===== config.mk =====
export PLATFORM = sky130hd
export DESIGN_NAME = alu_seq
export DESIGN_NICKNAME = d
export VERILOG_FILES = /design/src/rtl/alu_seq.sv
export SDC_FILE = /design/constraint.sdc
export NUM_CORES = 1
export LEC_CHECK = 0
export BUFFER_PORTS_ARGS = -buffer_cell sky130_fd_sc_hd__buf_2
export CORE_ASPECT_RATIO = 0.75
export CORE_MARGIN = 2
export CORE_UTILIZATION = 60
export DETAILED_ROUTE_END_ITERATION = 6
export GPL_TIMING_DRIVEN = 0
export PLACE_DENSITY = 0.89
export SYNTH_ARGS = -nofsm -noshare
export SYNTH_HDL_FRONTEND = slang
export SYNTH_SLANG_ARGS = --single-unit

===== constraint.sdc =====
create_clock -name clock -period 4.1 [get_ports clock]
set_input_delay 0.82 -clock clock [delete_from_list [all_inputs] [get_ports clock]]
set_output_delay 0.82 -clock clock [all_outputs]
set_load 0.02 [all_outputs]

===== src/rtl/alu_seq.sv =====
// alu_seq: execute-stage ALU. Single-cycle ADD/SUB/AND/OR/XOR/CMP plus
// iterative MUL (shift-add) and DIV (restoring), one op per start request,
// with a start/busy/done handshake and registered result/flags.
module alu_seq #(
  parameter int WIDTH = 8
) (
  input  logic             clock,
  input  logic             reset_n,
  input  logic             ena,
  input  logic             start,
  input  logic [2:0]       alu_op,
  input  logic [WIDTH-1:0] a,
  input  logic [WIDTH-1:0] b,
  output logic             busy,
  output logic             done,
  output logic [WIDTH-1:0] result,
  output logic [WIDTH-1:0] result_hi,
  output logic             flag_z,
  output logic             flag_c,
  output logic             flag_v,
  output logic             flag_dz
);

  localparam int CW = $clog2(WIDTH + 1);
  localparam int M  = WIDTH - 1;

  localparam logic [2:0] OP_ADD = 3'b000;
  localparam logic [2:0] OP_SUB = 3'b001;
  localparam logic [2:0] OP_AND = 3'b010;
  localparam logic [2:0] OP_OR  = 3'b011;
  localparam logic [2:0] OP_XOR = 3'b100;
  localparam logic [2:0] OP_MUL = 3'b101;
  localparam logic [2:0] OP_DIV = 3'b110;
  localparam logic [2:0] OP_CMP = 3'b111;

  typedef enum logic [1:0] {IDLE, MUL_RUN, DIV_RUN} state_t;

  state_t           state;
  logic [WIDTH-1:0] opa;   // MUL: multiplicand; DIV: dividend shifting into quotient
  logic [WIDTH-1:0] opb;   // MUL: multiplier shifting into product low half; DIV: divisor
  logic [WIDTH-1:0] acc;   // MUL: product high half; DIV: partial remainder
  logic [CW-1:0]    cnt;

  // Single-cycle datapath, extra top bit carries the carry / borrow
  logic [WIDTH:0] add_w, sub_w;
  logic           add_v, sub_v;
  assign add_w = {1'b0, a} + {1'b0, b};
  assign sub_w = {1'b0, a} - {1'b0, b};
  assign add_v = (a[M] == b[M]) && (add_w[M] != a[M]);
  assign sub_v = (a[M] != b[M]) && (sub_w[M] != a[M]);

  // Shift-add step: conditionally add multiplicand to the high half, then
  // shift {acc, opb} right so the product low bits replace used multiplier bits
  logic [WIDTH:0]   mul_sum;
  logic [WIDTH-1:0] mul_hi_nxt, mul_lo_nxt;
  assign mul_sum    = {1'b0, acc} + (opb[0] ? {1'b0, opa} : '0);
  assign mul_hi_nxt = mul_sum[WIDTH:1];
  assign mul_lo_nxt = {mul_sum[0], opb[WIDTH-1:1]};

  // Restoring divide step: remainder < divisor keeps both branches in WIDTH bits
  logic [WIDTH:0]   div_sh, div_sub;
  logic             div_ge;
  logic [WIDTH-1:0] div_rem_nxt, div_q_nxt;
  assign div_sh      = {acc, opa[M]};
  assign div_ge      = div_sh >= {1'b0, opb};
  assign div_sub     = div_sh - {1'b0, opb};
  assign div_rem_nxt = div_ge ? div_sub[WIDTH-1:0] : div_sh[WIDTH-1:0];
  assign div_q_nxt   = {opa[M-1:0], div_ge};

  // Control FSM and all registered outputs; ena=0 freezes everything
  always_ff @(posedge clock or negedge reset_n) begin
    if (!reset_n) begin
      state     <= IDLE;
      opa       <= '0;
      opb       <= '0;
      acc       <= '0;
      cnt       <= '0;
      busy      <= 1'b0;
      done      <= 1'b0;
      result    <= '0;
      result_hi <= '0;
      flag_z    <= 1'b0;
      flag_c    <= 1'b0;
      flag_v    <= 1'b0;
      flag_dz   <= 1'b0;
    end else if (ena) begin
      done <= 1'b0;
      case (state)
        IDLE: if (start) begin
          case (alu_op)
            OP_ADD: begin
              result <= add_w[M:0]; result_hi <= '0;
              flag_z <= (add_w[M:0] == '0); flag_c <= add_w[WIDTH];
              flag_v <= add_v; flag_dz <= 1'b0; done <= 1'b1;
            end
            OP_SUB: begin
              result <= sub_w[M:0]; result_hi <= '0;
              flag_z <= (sub_w[M:0] == '0); flag_c <= sub_w[WIDTH];
              flag_v <= sub_v; flag_dz <= 1'b0; done <= 1'b1;
            end
            OP_CMP: begin
              // flags only; result and result_hi keep the previous op
              flag_z <= (sub_w[M:0] == '0); flag_c <= sub_w[WIDTH];
              flag_v <= sub_v; flag_dz <= 1'b0; done <= 1'b1;
            end
            OP_AND: begin
              result <= a & b; result_hi <= '0; flag_z <= ((a & b) == '0);
              flag_c <= 1'b0; flag_v <= 1'b0; flag_dz <= 1'b0; done <= 1'b1;
            end
            OP_OR: begin
              result <= a | b; result_hi <= '0; flag_z <= ((a | b) == '0);
              flag_c <= 1'b0; flag_v <= 1'b0; flag_dz <= 1'b0; done <= 1'b1;
            end
            OP_XOR: begin
              result <= a ^ b; result_hi <= '0; flag_z <= ((a ^ b) == '0);
              flag_c <= 1'b0; flag_v <= 1'b0; flag_dz <= 1'b0; done <= 1'b1;
            end
            OP_MUL: begin
              opa <= a; opb <= b; acc <= '0; cnt <= CW'(WIDTH);
              busy <= 1'b1; state <= MUL_RUN;
            end
            default: begin // OP_DIV
              if (b == '0) begin
                // divide by zero resolves immediately, no iteration
                result <= '1; result_hi <= a; flag_z <= 1'b0; flag_c <= 1'b0;
                flag_v <= 1'b0; flag_dz <= 1'b1; done <= 1'b1;
              end else begin
                opa <= a; opb <= b; acc <= '0; cnt <= CW'(WIDTH);
                busy <= 1'b1; state <= DIV_RUN;
              end
            end
          endcase
        end
        MUL_RUN: begin
          acc <= mul_hi_nxt;
          opb <= mul_lo_nxt;
          cnt <= cnt - 1'b1;
          if (cnt == CW'(1)) begin
            result    <= mul_lo_nxt;
            result_hi <= mul_hi_nxt;
            flag_z    <= ({mul_hi_nxt, mul_lo_nxt} == '0);
            flag_c    <= (mul_hi_nxt != '0);
            flag_v    <= 1'b0;
            flag_dz   <= 1'b0;
            busy      <= 1'b0;
            done      <= 1'b1;
            state     <= IDLE;
          end
        end
        DIV_RUN: begin
          acc <= div_rem_nxt;
          opa <= div_q_nxt;
          cnt <= cnt - 1'b1;
          if (cnt == CW'(1)) begin
            result    <= div_q_nxt;
            result_hi <= div_rem_nxt;
            flag_z    <= (div_q_nxt == '0);
            flag_c    <= 1'b0;
            flag_v    <= 1'b0;
            flag_dz   <= 1'b0;
            busy      <= 1'b0;
            done      <= 1'b1;
            state     <= IDLE;
          end
        end
        default: state <= IDLE;
      endcase
    end
  end

endmodule


* Yosys cells after proc, flatten, opt, wreduce, memory -nomap -nowiden
Index checks and enable logic that the tools add are counted.
Word-level totals: register bits after elaboration 52, bits in latches 0, RAM bits 0, ROM bits 0, input port bits 23, output and inout bits 22, word-level logic and storage cells 145, memories 0
Operators by class: add/sub/neg operators 5, $mul 0, div/mod/pow operators 0, magnitude comparators 1, eq/ne operators 26, shift-type cells 0, mux-type cells 62, bitwise gates (word level) 3, reductions and logical operators 35
Operators with widths (count):
- $mux W8 | 16
- $pmux W8 S2 | 6
- $pmux W8 S3 | 3
- $logic_not A8 Y1 | 7
- $pmux W8 S6 | 1
- $reduce_and A7 Y1 | 4
- $reduce_and A5 Y1 | 5
- $add A8 B8 Y9 | 2
- $reduce_and A6 Y1 | 3
- $logic_not A16 Y1 | 1
- $pmux W4 S2 | 2
- $mux W1 | 15
- $pmux W1 S2 | 7
- $ne A2 B2 Y1 const B | 6
- $eq A3 B3 Y1 const B | 3
- $ge A9 B8 Y1 | 1
- $sub A8 B8 Y9 | 1
- $and A8 B8 Y8 | 1
- $mux W4 | 2
- $or A8 B8 Y8 | 1
- $pmux W1 S4 | 2
- $pmux W2 S2 | 2
- $reduce_bool A8 Y1 | 1
- $sub A8 B8 Y8 | 1
- other kinds (27) | 39

* Longest topological paths before layout
Gate-level depths: netlist of run 1.
depth in word-level cells 6, gate-level depth with buffers 10, depth with buffers taken out 10

* Least setup slack after synthesis of run 1
Ideal clock, no wire load.
path type input -> register, start input port a[0], end register result[4], setup time 0.065 ns, data arrival time 2.862 ns, data required time 4.035 ns, setup slack 1.173 ns, stages on the path 10, buffers on the path 0, path through inv_1 -> ha_1 -> fa_1 -> o21ba_2 -> o21bai_1 -> xnor2_1 -> mux4_2 -> a211oi_1 -> o21bai_1 -> mux2_2
Between the ends: cells in the longest elaborated chain, start to end 4, elaborated cells on any way between the ends 5, classes of those cells add/sub (2); mux (3)
RTL lines:
- from (decl) | RTL line 12 | input logic [WIDTH-1:0] a,
- $sub A8 B8 Y9 / $add A8 B8 Y9 (equally long branches) | RTL line 48, 47
- $pmux W8 S6 (*) | RTL line 90 | case (alu_op)
- $mux W8 (*) | RTL line 89 | IDLE: if (start) begin
- $pmux W8 S3 (*) | RTL line 88 | case (state)
- to (signal assigned) | RTL line 139 | result <= mul_lo_nxt;
- to (signal assigned) | RTL line 155 | result <= div_q_nxt;
- to (decl) | RTL line 16 | output logic [WIDTH-1:0] result,
Mark *: on every way between the ends. The rest lies on a longest branch, timed or not. The select of a mux whose other input is x is not followed. A chain may end at the register's enable or synchronous reset.

* Final worst setup path of run 1
Ends and elaborated chain as after synthesis.

==> results.tsv, run 1 <==
metric	value	unit
synth_compound_area_frac	0.2690	
leakage	2.489	nW
grt_pass1_wl	25560	µm
fin_crit_sh	0.8133	
critPathKind	input port to flop	
crit_path_cell_trace	buf_2, ha_1, fa_1, a21o_1, a21oi_1, nor2_1, mux4_2, a211oi_1, o21bai_1, mux2_2	
clkTransAtPathRegs	0.07	ns
start_util	0.6104	
critPathLaunchType	input port	
die_y	83.97	µm
p_int	0.002330	W
die_w	110.6	µm
vias_per_cell	6.630	
post-dp-hpwl	12330	µm
reg2reg_slack	1.14	ns
cts_root_buf	clkbuf_16	
p_seq_frac	0.222	
clock_tree.buffer_depth	2	
netlist.top_cell.by_area	dfrtp_1	
clockPowerShare	0.103	
postPlaceCellArea	5466	µm²
synth.most_common_cell	nor2_1	
p_per_area	843.6	nW/µm²
gr-total-overflow	0	
tns	0	ns
synth-main-ff-cell	dfrtp_1	
antenna_found_initial	0	
synth_mux_area_frac	0.05551	
fmax	299.9	MHz
fin_crit	3.335	ns
final_nets	754	
port_buffers	43	
clock_sinks	52	
hold_class	flop to flop	
critPathMaxFanout	5	
syn-instance-count	630	
p_switching	0.002423	W
ys_top_cells_by_area	dfrtp_1 (25%), ha_1 (11%), nor2_1 (5.2%)	
vias	5231	
end_kind	flop	
ir_worst_vdd	0.4631	mV
antenna_left	0	
rsz0062_at_grt	false	
setup_viol	0	
status	finished clean	
area_growth	10.12	%
slew_violations	0	
worst_slew_pin_slew	1.181	ns
ctsResizeCount	0	
drc_errors	0	
synth-seq-area-share	0.2543	
crit_slowest_cell	fa_1	
yosys-top-cells-count	nor2_1 (71), a21oi_1 (52), dfrtp_1 (52)	
cts_setup_buffers	0	
synthXorXnorAreaFrac	0.03081	
crit_arrival	3.57	ns
synth_nets	704	
r2r-end	result_hi[7]	
antennaDiodeCount	0	
place.gp.congestion	1.056	
initialDrtViolationCount	807	
reg2reg_depth	10	
async_reset_ff_frac	1.000	
min_to	flag_dz	
synth_cell_types	77	
grt_pass1_vias	4788	
dieArea	9289	µm²
netlist_area	5116	µm²
synth_edf_count	0	
swShare	0.5097	
yosysTopAreaCellShare	0.2543	
drt-pass1-iter-count	6	
synth_top_family_by_area	compound AO/OA/AOI/OAI gates	
grt_util_all_layers	0.3425	
maxCapViolations	0	
htreeDepth	2	
holdBufCountCts	0	
cts_tree	built	
wirelength	15810	µm
design_area	5634	µm²
numCtsBuffers	5	
ios	45	
min_path_cells	2	
grt_max_degree	53	
p_comb_frac	0.675	
r2r_start	opb[0]	
crit_required	4.34	ns
avgRoutedWirePerCell	20.03	µm
yosysWarnings	0	
relSlewSlack	0.2129	
yosys.area_share.adder	0.1306	
coreArea	8382	µm²
worstHoldStart	flag_dz	
hold_violations	0	
layout-drive-gt1-share	0.1307	
fin_skew	0.003735	ns
row_count	29	
clock_latency	0.29	ns
avgSynthCellArea	8.121	µm²
synthSimpleGateAreaFrac	0.1971	
ys_seq_elements	52	
cp_slowest_stage_delay	0.51	ns
## power groups by stage
stage / logic [W] / clock network, W / registers (W)
floorplan: 0.00224 / 0 / 0.00109
global placement: 0.00301 / 0 / 0.00102
detailed placement: 0.00311 / 0 / 0.00104
CTS: 0.00314 / 0.000488 / 0.00104
global route: 0.00351 / 0.000517 / 0.00108
finish: 0.00321 / 0.000490 / 0.00106
## through the flow
stage               cells  setup slack [ns]  total power (W)  utilization  hold WS, ns
floorplan             630             1.173         0.003332            -       0.4728
global placement      781            0.5357         0.004035       0.6522       0.4560
detailed placement    781            0.5715         0.004152       0.6522       0.4725
CTS                   789            0.8505         0.004662       0.6722       0.4906
global route          789            0.7072         0.005113       0.6722       0.5214
finish                789            0.7654         0.004753       0.6722       0.4877
## metal layers
metal	track usage	vias to the layer above	share of wire
met5	0	-	0
met4	0.07045	0	0.018
met3	0.07916	38	0.12
met2	0.4830	347	0.41
met1	0.5306	2442	0.45
li1	-	2404	-
## flip-flops by register name, indices dropped and copies added, names as in the netlist
register / flops
acc: 8
done: 1
state: 2
opa: 8
cnt: 4
flag_c: 1
result_hi: 8
flag_dz: 1
busy: 1
result: 8
opb: 8
flag_z: 1
flag_v: 1
## layout by cell type, fill, tap and decap left out, drive strengths merged, types with 10 or more instances in the layout
cell	synthesis	routed
o21ai	34	34
a21o	10	10
nor2	73	73
mux2i	16	16
buf	11	54
a21oi	53	53
a211oi	13	13
nand2	34	34
dfrtp	52	52
inv	51	52
clkbuf	16	22
nor3	11	11
ha	47	47
xnor2	12	12
nand3	15	15
a31oi	16	16
and2	10	10
## critical path, delay by kind of cell
kind	cells	cell delay (ns)
multiplexers	2	0.69
buffers and inverters	1	0.14
AND/OR/NAND/NOR	1	0.07
AO/OA/AOI/OAI	4	1.07
adder cells (fa/ha/maj)	2	0.78
## area by class of cell
class / instances / area [µm²]
clock inverter: 2 / 38.79
fill: 718 / 2748
buffer: 27 / 121.4
timing repair buffer: 43 / 215.2
tap: 108 / 135.1
multi-input combinational: 498 / 3495
inverter: 53 / 198.9
clock buffer: 6 / 128.9
sequential: 52 / 1301
## worst max-delay path by stage
stage / startpoint / to / slack [ns] / cells after the start
floorplan: a[0] / result[4] / 1.17 / 10
global placement: a[0] / result[4] / 0.54 / 10
detailed placement: a[0] / result[4] / 0.57 / 11
CTS: a[0] / result[4] / 0.85 / 11
global route: a[0] / result[4] / 0.71 / 11
finish: a[0] / result[4] / 0.77 / 10
## cells by family (layout without fill, tap and decap cells)
kind of cell	after synthesis	count (layout)
compound gates	203	203
buf+inv	80	131
mux	26	26
xor+xnor	18	18
flops	52	52
fa+ha+maj	51	51
simple gates	200	200
Power figures use the tool's default switching activity.
==> run 2: changes to the inputs <==
--- a/config.mk
+++ b/config.mk
@@ -5,13 +5,14 @@
 export SDC_FILE = /design/constraint.sdc
 export NUM_CORES = 1
 export LEC_CHECK = 0
+export ABC_AREA = 1
 export BUFFER_PORTS_ARGS = -buffer_cell sky130_fd_sc_hd__buf_2
 export CORE_ASPECT_RATIO = 0.75
 export CORE_MARGIN = 2
-export CORE_UTILIZATION = 60
+export CORE_UTILIZATION = 56
 export DETAILED_ROUTE_END_ITERATION = 6
 export GPL_TIMING_DRIVEN = 0
-export PLACE_DENSITY = 0.89
+export PLACE_DENSITY = 0.88
 export SYNTH_ARGS = -nofsm -noshare
 export SYNTH_HDL_FRONTEND = slang
 export SYNTH_SLANG_ARGS = --single-unit
==> constraint.sdc (replaced) <==
create_clock -name clock -period 3 [get_ports clock]
set_input_delay 0.6 -clock clock [delete_from_list [all_inputs] [get_ports clock]]
set_output_delay 0.6 -clock clock [all_outputs]
set_load 0.02 [all_outputs]
==> results.tsv, run 2 <==
metric	value	unit	change
status	finished clean		
coreArea	9046	µm²	+7.9%
yosys.area_share.adder	0.1287		-0.001920
async_reset_ff_frac	1.000		unchanged
synthSimpleGateAreaFrac	0.3547		+0.1576
wirelength	15470	µm	-2.2%
end_kind	flop		
ctsResizeCount	0		unchanged
ys_top_cells_by_area	dfrtp_1 (25%), nand2_1 (17%), ha_1 (11%)		
grt_util_all_layers	0.3234		-0.01912
start_util	0.5740		-0.03639
cts_root_buf	clkbuf_16		
gr-total-overflow	0		unchanged
final_nets	912		+21%
fin_crit_sh	0.9362		
synth-main-ff-cell	dfrtp_1		
holdBufCountCts	0		unchanged
drt-pass1-iter-count	6		unchanged
initialDrtViolationCount	543		-33%
synth_compound_area_frac	0.1398		-0.1293
crit_arrival	3.05	ns	-0.52 ns
critPathMaxFanout	8		+3
fin_skew	0.004964	ns	+0.001229 ns
ys_seq_elements	52		unchanged
synth_edf_count	0		unchanged
yosysTopAreaCellShare	0.2506		-0.003739
clock_sinks	52		unchanged
dieArea	10070	µm²	+8.4%
antennaDiodeCount	0		unchanged
die_w	115.2	µm	+4.1%
drc_errors	0		unchanged
fin_util	0.6375		-0.03471
synth_top_family_by_area	simple AND/OR/NAND/NOR gates		
reg2reg_slack	0.19	ns	-0.95 ns
antenna_found_initial	0		unchanged
crit_path_cell_trace	clkbuf_1, nand2_1, inv_1, ha_1, fa_1, nand3_1, nand2_1, a21oi_1, nand3_1, nor2_1, nand3_1, nand2_1, nand2_1, nand2_1, nand2_1, nand2_1		
critPathLaunchType	flop		
hold_violations	0		unchanged
setup_viol	0		unchanged
syn-instance-count	787		+25%
place.gp.congestion	1.037		-1.9%
crit_top_cell	nand2_1		
crit_slowest_cell	fa_1		
port_buffers	44		+2.3%
numCtsBuffers	5		unchanged
layout-drive-gt1-share	0.1275		-0.003157
hold_class	flop to flop		
rsz0062_at_grt	false		
ios	45		unchanged
die_y	87.39	µm	+4.1%
synthXorXnorAreaFrac	0.01349		-0.01732
netlist.top_cell.by_area	dfrtp_1		
vias_per_cell	5.666		-15%
synth_nets	861		+22%
slew_violations	0		unchanged
worst_slew_pin_slew	1.189	ns	+0.008477 ns
htreeDepth	2		unchanged
synth_cell_types	50		-35%
grt_max_degree	53		unchanged
leakage	3.216	nW	+29%
crit_required	3.24	ns	-1.10 ns
netlist_area	5192	µm²	+1.5%
grt_pass1_wl	25280	µm	-1.1%
cts_tree	built		
yosysWarnings	0		unchanged
antenna_left	0		unchanged
critPathKind	flop to flop		
ir_worst_vdd	0.8042	mV	+74%
clkTransAtPathRegs	0.07	ns	about the same
grt_pass1_vias	5034		+5.1%
p_per_area	1059	nW/µm²	+26%
post-dp-hpwl	12220	µm	-0.90%
area_growth	11.06	%	
maxCapViolations	0		unchanged
yosys-top-cells-count	nand2_1 (234), inv_1 (116), nand3_1 (71)		
vias	5479		+4.7%
fmax	356.0	MHz	
cts_setup_buffers	0		unchanged
avgSynthCellArea	6.598	µm²	-19%
clock_latency	0.30	ns	about the same
clock_tree.buffer_depth	2		unchanged
relSlewSlack	0.2072		-0.005651
tns	0	ns	unchanged
synth-seq-area-share	0.2506		-0.003739
layout_common_cells	nand2_1 (234), inv_1 (116), nand3_1 (71), nor2_1 (67), dfrtp_1 (52)		
avgRoutedWirePerCell	15.99	µm	-20%
layout_commonest_cell	nand2_1		
cp_slowest_stage_delay	0.42	ns	-0.09 ns
synth_mux_area_frac	0		-0.05551
synth.most_common_cell	nand2_1		
row_count	30		+3.4%
fin_crit	2.809	ns	
run 2: cell count changes after synthesis, moves of 10 or more:
cell      previous run  this run
nand4_1              5        16
o21ai_1              1        11
nand3_1             15        71
and2_1              10         0
inv_1               51       116
a21oi_1             52        28
nand2_1             34       234
mux2i_1             16         0
clkbuf_1            16         6
run 2: path summary, 6_finish.rpt:
kind	startpoint	end	depth (start not counted)
worst max-delay path	opb[0]	flag_z	16
worst min-delay path	result[5]	result[5]	2
worst max register to register	opb[0]	flag_z	16
worst min register to register	result[5]	result[5]	2
max in group asynchronous	reset_n	cnt[3]	1
min in group asynchronous	reset_n	result[7]	1
run 2: layer usage:
| metal | up-vias | track usage | part of all wire |
|---|---|---|---|
| li1 | 2659 | - | - |
| met1 | 2452 | 0.4789 | 0.45 |
| met2 | 337 | 0.4668 | 0.39 |
| met3 | 31 | 0.09882 | 0.14 |
| met4 | 0 | 0.06024 | 0.016 |
| met5 | - | 0 | 0 |
run 2: per-stage QoR:
step           instances  setup slack, ns  instance area (µm²)  total power, W  hold WS (ns)
2_1_floorplan        787           0.8599                 5192        0.004194        0.3044
3_3_place_gp         959           0.3453                 5573        0.005120        0.4595
6_report             967           0.1913                 5767        0.006106        0.4760
4_1_cts              967           0.3015                 5767        0.005997        0.4809
3_5_place_dp         959           0.3064                 5573        0.005194        0.4626
5_1_grt              967         0.001723                 5767        0.006634        0.5010
run 2: critical path: cells and delay by family (launching register included):
family	cells	cell delay, ns
and+or+nand+nor	11	1.15
adders and majority gates	2	0.65
DFF	1	0.40
AOI/OAI and AO/OA	1	0.30
buffers and inverters	2	0.26
run 2: cell families (layout without fill, tap and decap cells):
logic type	Yosys count	in the layout
AOI/OAI and AO/OA	113	113
xor gates and xnor gates	8	8
adders and majority gates	51	51
buffers and inverters	142	194
DFF	52	52
and+or+nand+nor	421	421
run 2: where the power goes:
part | switching, W | internal (W) | leakage (nW)
sequential | 0.000278 | 0.00102 | 0.639
clock | 0.000281 | 0.000482 | 0.0944
combinational | 0.00269 | 0.00135 | 2.48
run 2: layout make-up:
type | instances | area (µm²)
multi-input combinational | 593 | 3306
fill | 818 | 3279
sequential | 52 | 1301
inverter | 126 | 478.0
timing repair buffer | 44 | 220.2
tap | 128 | 160.2
clock buffer | 5 | 125.1
buffer | 16 | 107.6
clock inverter | 3 | 68.82
==> run 3: changes to the inputs <==
--- a/config.mk
+++ b/config.mk
@@ -9,10 +9,10 @@
 export BUFFER_PORTS_ARGS = -buffer_cell sky130_fd_sc_hd__buf_2
 export CORE_ASPECT_RATIO = 0.75
 export CORE_MARGIN = 2
-export CORE_UTILIZATION = 56
+export CORE_UTILIZATION = 45
 export DETAILED_ROUTE_END_ITERATION = 6
 export GPL_TIMING_DRIVEN = 0
-export PLACE_DENSITY = 0.88
+export PLACE_DENSITY = 0.74
 export SYNTH_ARGS = -nofsm -noshare
 export SYNTH_HDL_FRONTEND = slang
 export SYNTH_SLANG_ARGS = --single-unit
==> results.tsv, run 3 (same netlist as run 2, synthesis figures left out) <==
metric	value	unit	change
status	finished clean		
power	0.006013	W	-1.5%
p_int	0.002770	W	-3.0%
p_comb_frac	0.674		+0.012
initialDrtViolationCount	573		+5.5%
fin_skew	0.005638	ns	+0.0006740 ns
wirelength	15720	µm	+1.6%
p_switching	0.003242	W	-0.21%
antenna_found_initial	0		unchanged
gr-total-overflow	0		unchanged
reg2reg_slack	0.27	ns	+0.08 ns
grt_util_all_layers	0.2598		-0.06360
htreeDepth	2		unchanged
met3_length	1754	µm	-21%
end_kind	flop		
holdBufCountCts	0		unchanged
cts_root_buf	clkbuf_16		
highest-signal-layer	met4		
swShare	0.5392		+0.007156
p_seq_frac	0.215		+0.002
min_path_cells	2		unchanged
slew_violations	0		unchanged
met2_length	5945	µm	-1.3%
tns	0	ns	unchanged
start_util	0.4692		-0.1048
grt_max_degree	53		unchanged
vias_per_cell	5.453		-3.8%
worst_slew_pin_slew	1.199	ns	+0.01012 ns
grt_pass1_vias	4905		-2.6%
clockPowerShare	0.111		-0.014
drt-pass1-iter-count	6		unchanged
crit_required	3.24	ns	about the same
ir_worst_vdd	0.6642	mV	-17%
critPathKind	flop to flop		
fmax	366.0	MHz	+2.8%
clkTransAtPathRegs	0.07	ns	about the same
coreArea	11070	µm²	+22%
fin_crit_sh	0.9108		-0.02539
reg2reg_depth	16		unchanged
dieArea	12420	µm²	+23%
fin_crit	2.733	ns	-0.07617 ns
rsz0062_at_grt	false		
setup_ws	0.2675	ns	+0.07617 ns
clock_tree.buffer_depth	2		unchanged
layout_common_cells	nand2_1 (234), inv_1 (116), nand3_1 (71), nor2_1 (67), dfrtp_1 (52)		
die_w	128.0	µm	+11%
setup_viol	0		unchanged
cts_setup_buffers	0		unchanged
critPathMaxFanout	8		unchanged
fillers	1098		+34%
dp_slack	0.3129	ns	+0.006507 ns
layout_commonest_cell	nand2_1		
p_per_area	1045	nW/µm²	-1.3%
area_growth	10.84	%	
final_cells	979		+1.2%
min_to	result[2]		
numCtsBuffers	5		unchanged
relSlewSlack	0.2005		-0.006744
clock_latency	0.30	ns	about the same
critPathLaunchType	flop		
regArea	1301	µm²	unchanged
vias	5338		-2.6%
place_inst	971		+1.3%
hold_violations	0		unchanged
port_buffers	44		unchanged
hold_class	flop to flop		
r2r-end	flag_z		
final_nets	912		unchanged
layout-drive-gt1-share	0.1263		-0.001192
row_count	33		+10%
crit_arrival	2.97	ns	-0.08 ns
antenna_left	0		unchanged
worstHoldStart	result[2]		
place.gp.congestion	1.008		-2.7%
ctsResizeCount	0		unchanged
r2r_start	opb[0]		
antennaDiodeCount	0		unchanged
startpoint	opb[0]		
cts_tree	built		
wl_met1	7891	µm	+13%
die_y	97.03	µm	+11%
grt_pass1_wl	25400	µm	+0.46%
ios	45		unchanged
leakage	3.203	nW	-0.40%
clock_sinks	52		unchanged
post-dp-hpwl	12860	µm	+5.2%
avgRoutedWirePerCell	16.06	µm	+0.39%
maxCapViolations	0		unchanged
multi_input_area	3306	µm²	unchanged
drc_errors	0		unchanged
-- run 3: power groups by stage --
stage | Combinational, W | Clock (W) | Sequential (W)
after floorplan | 0.00280 | 0 | 0.00139
after detailed placement | 0.00393 | 0 | 0.00129
after global placement | 0.00391 | 0 | 0.00128
after CTS | 0.00395 | 0.000676 | 0.00129
final | 0.00405 | 0.000667 | 0.00129
after global routing | 0.00452 | 0.000703 | 0.00133
-- run 3: routing by layer --
layer  GRT usage  vias up
met4     0.03550        0
li1            -     2653
met3     0.07246       12
met5           0        -
met2      0.3427      252
met1      0.4213     2421
-- run 3: through the flow --
step                      instance area (µm²)    util  hold WS (ns)
final                                    5756  0.5201        0.4787
after global routing                     5756  0.5201        0.5150
after CTS                                5756  0.5201        0.4828
after detailed placement                 5588  0.5050        0.4658
after floorplan                          5192       -        0.3044
after global placement                   5588  0.5050        0.4610
-- run 3: area by class of cell --
class                           count  share of cell area
Buffer                             16             0.01870
Clock buffer                        6             0.02239
Clock inverter                      2            0.006739
Inverter                          126             0.08304
Multi-Input combinational cell    593              0.5743
Sequential cell                    52              0.2261
Tap cell                          140             0.03043
Timing Repair Buffer               44             0.03826
-- run 3: worst max-delay path by stage --
stage	end	slack (ns)	cells past startpoint
2_1_floorplan	flag_z	0.86	16
3_3_place_gp	flag_z	0.31	17
3_5_place_dp	flag_z	0.31	17
4_1_cts	flag_z	0.34	16
5_1_grt	flag_z	0.08	16
6_report	flag_z	0.27	16
-- run 3: worst max-delay path, cell delays in order, from the launching register on --
cell and delay (ns):
dfrtp_1 0.40, clkbuf_1 0.20, nand2_1 0.10, inv_1 0.07, ha_1 0.23, fa_1 0.42
nand3_1 0.12, nand2_1 0.10, a21oi_1 0.28, nand3_1 0.12, nor2_1 0.21, nand3_1 0.10
nand2_1 0.07, nand2_1 0.05, nand2_1 0.10, nand2_1 0.05, nand2_1 0.05
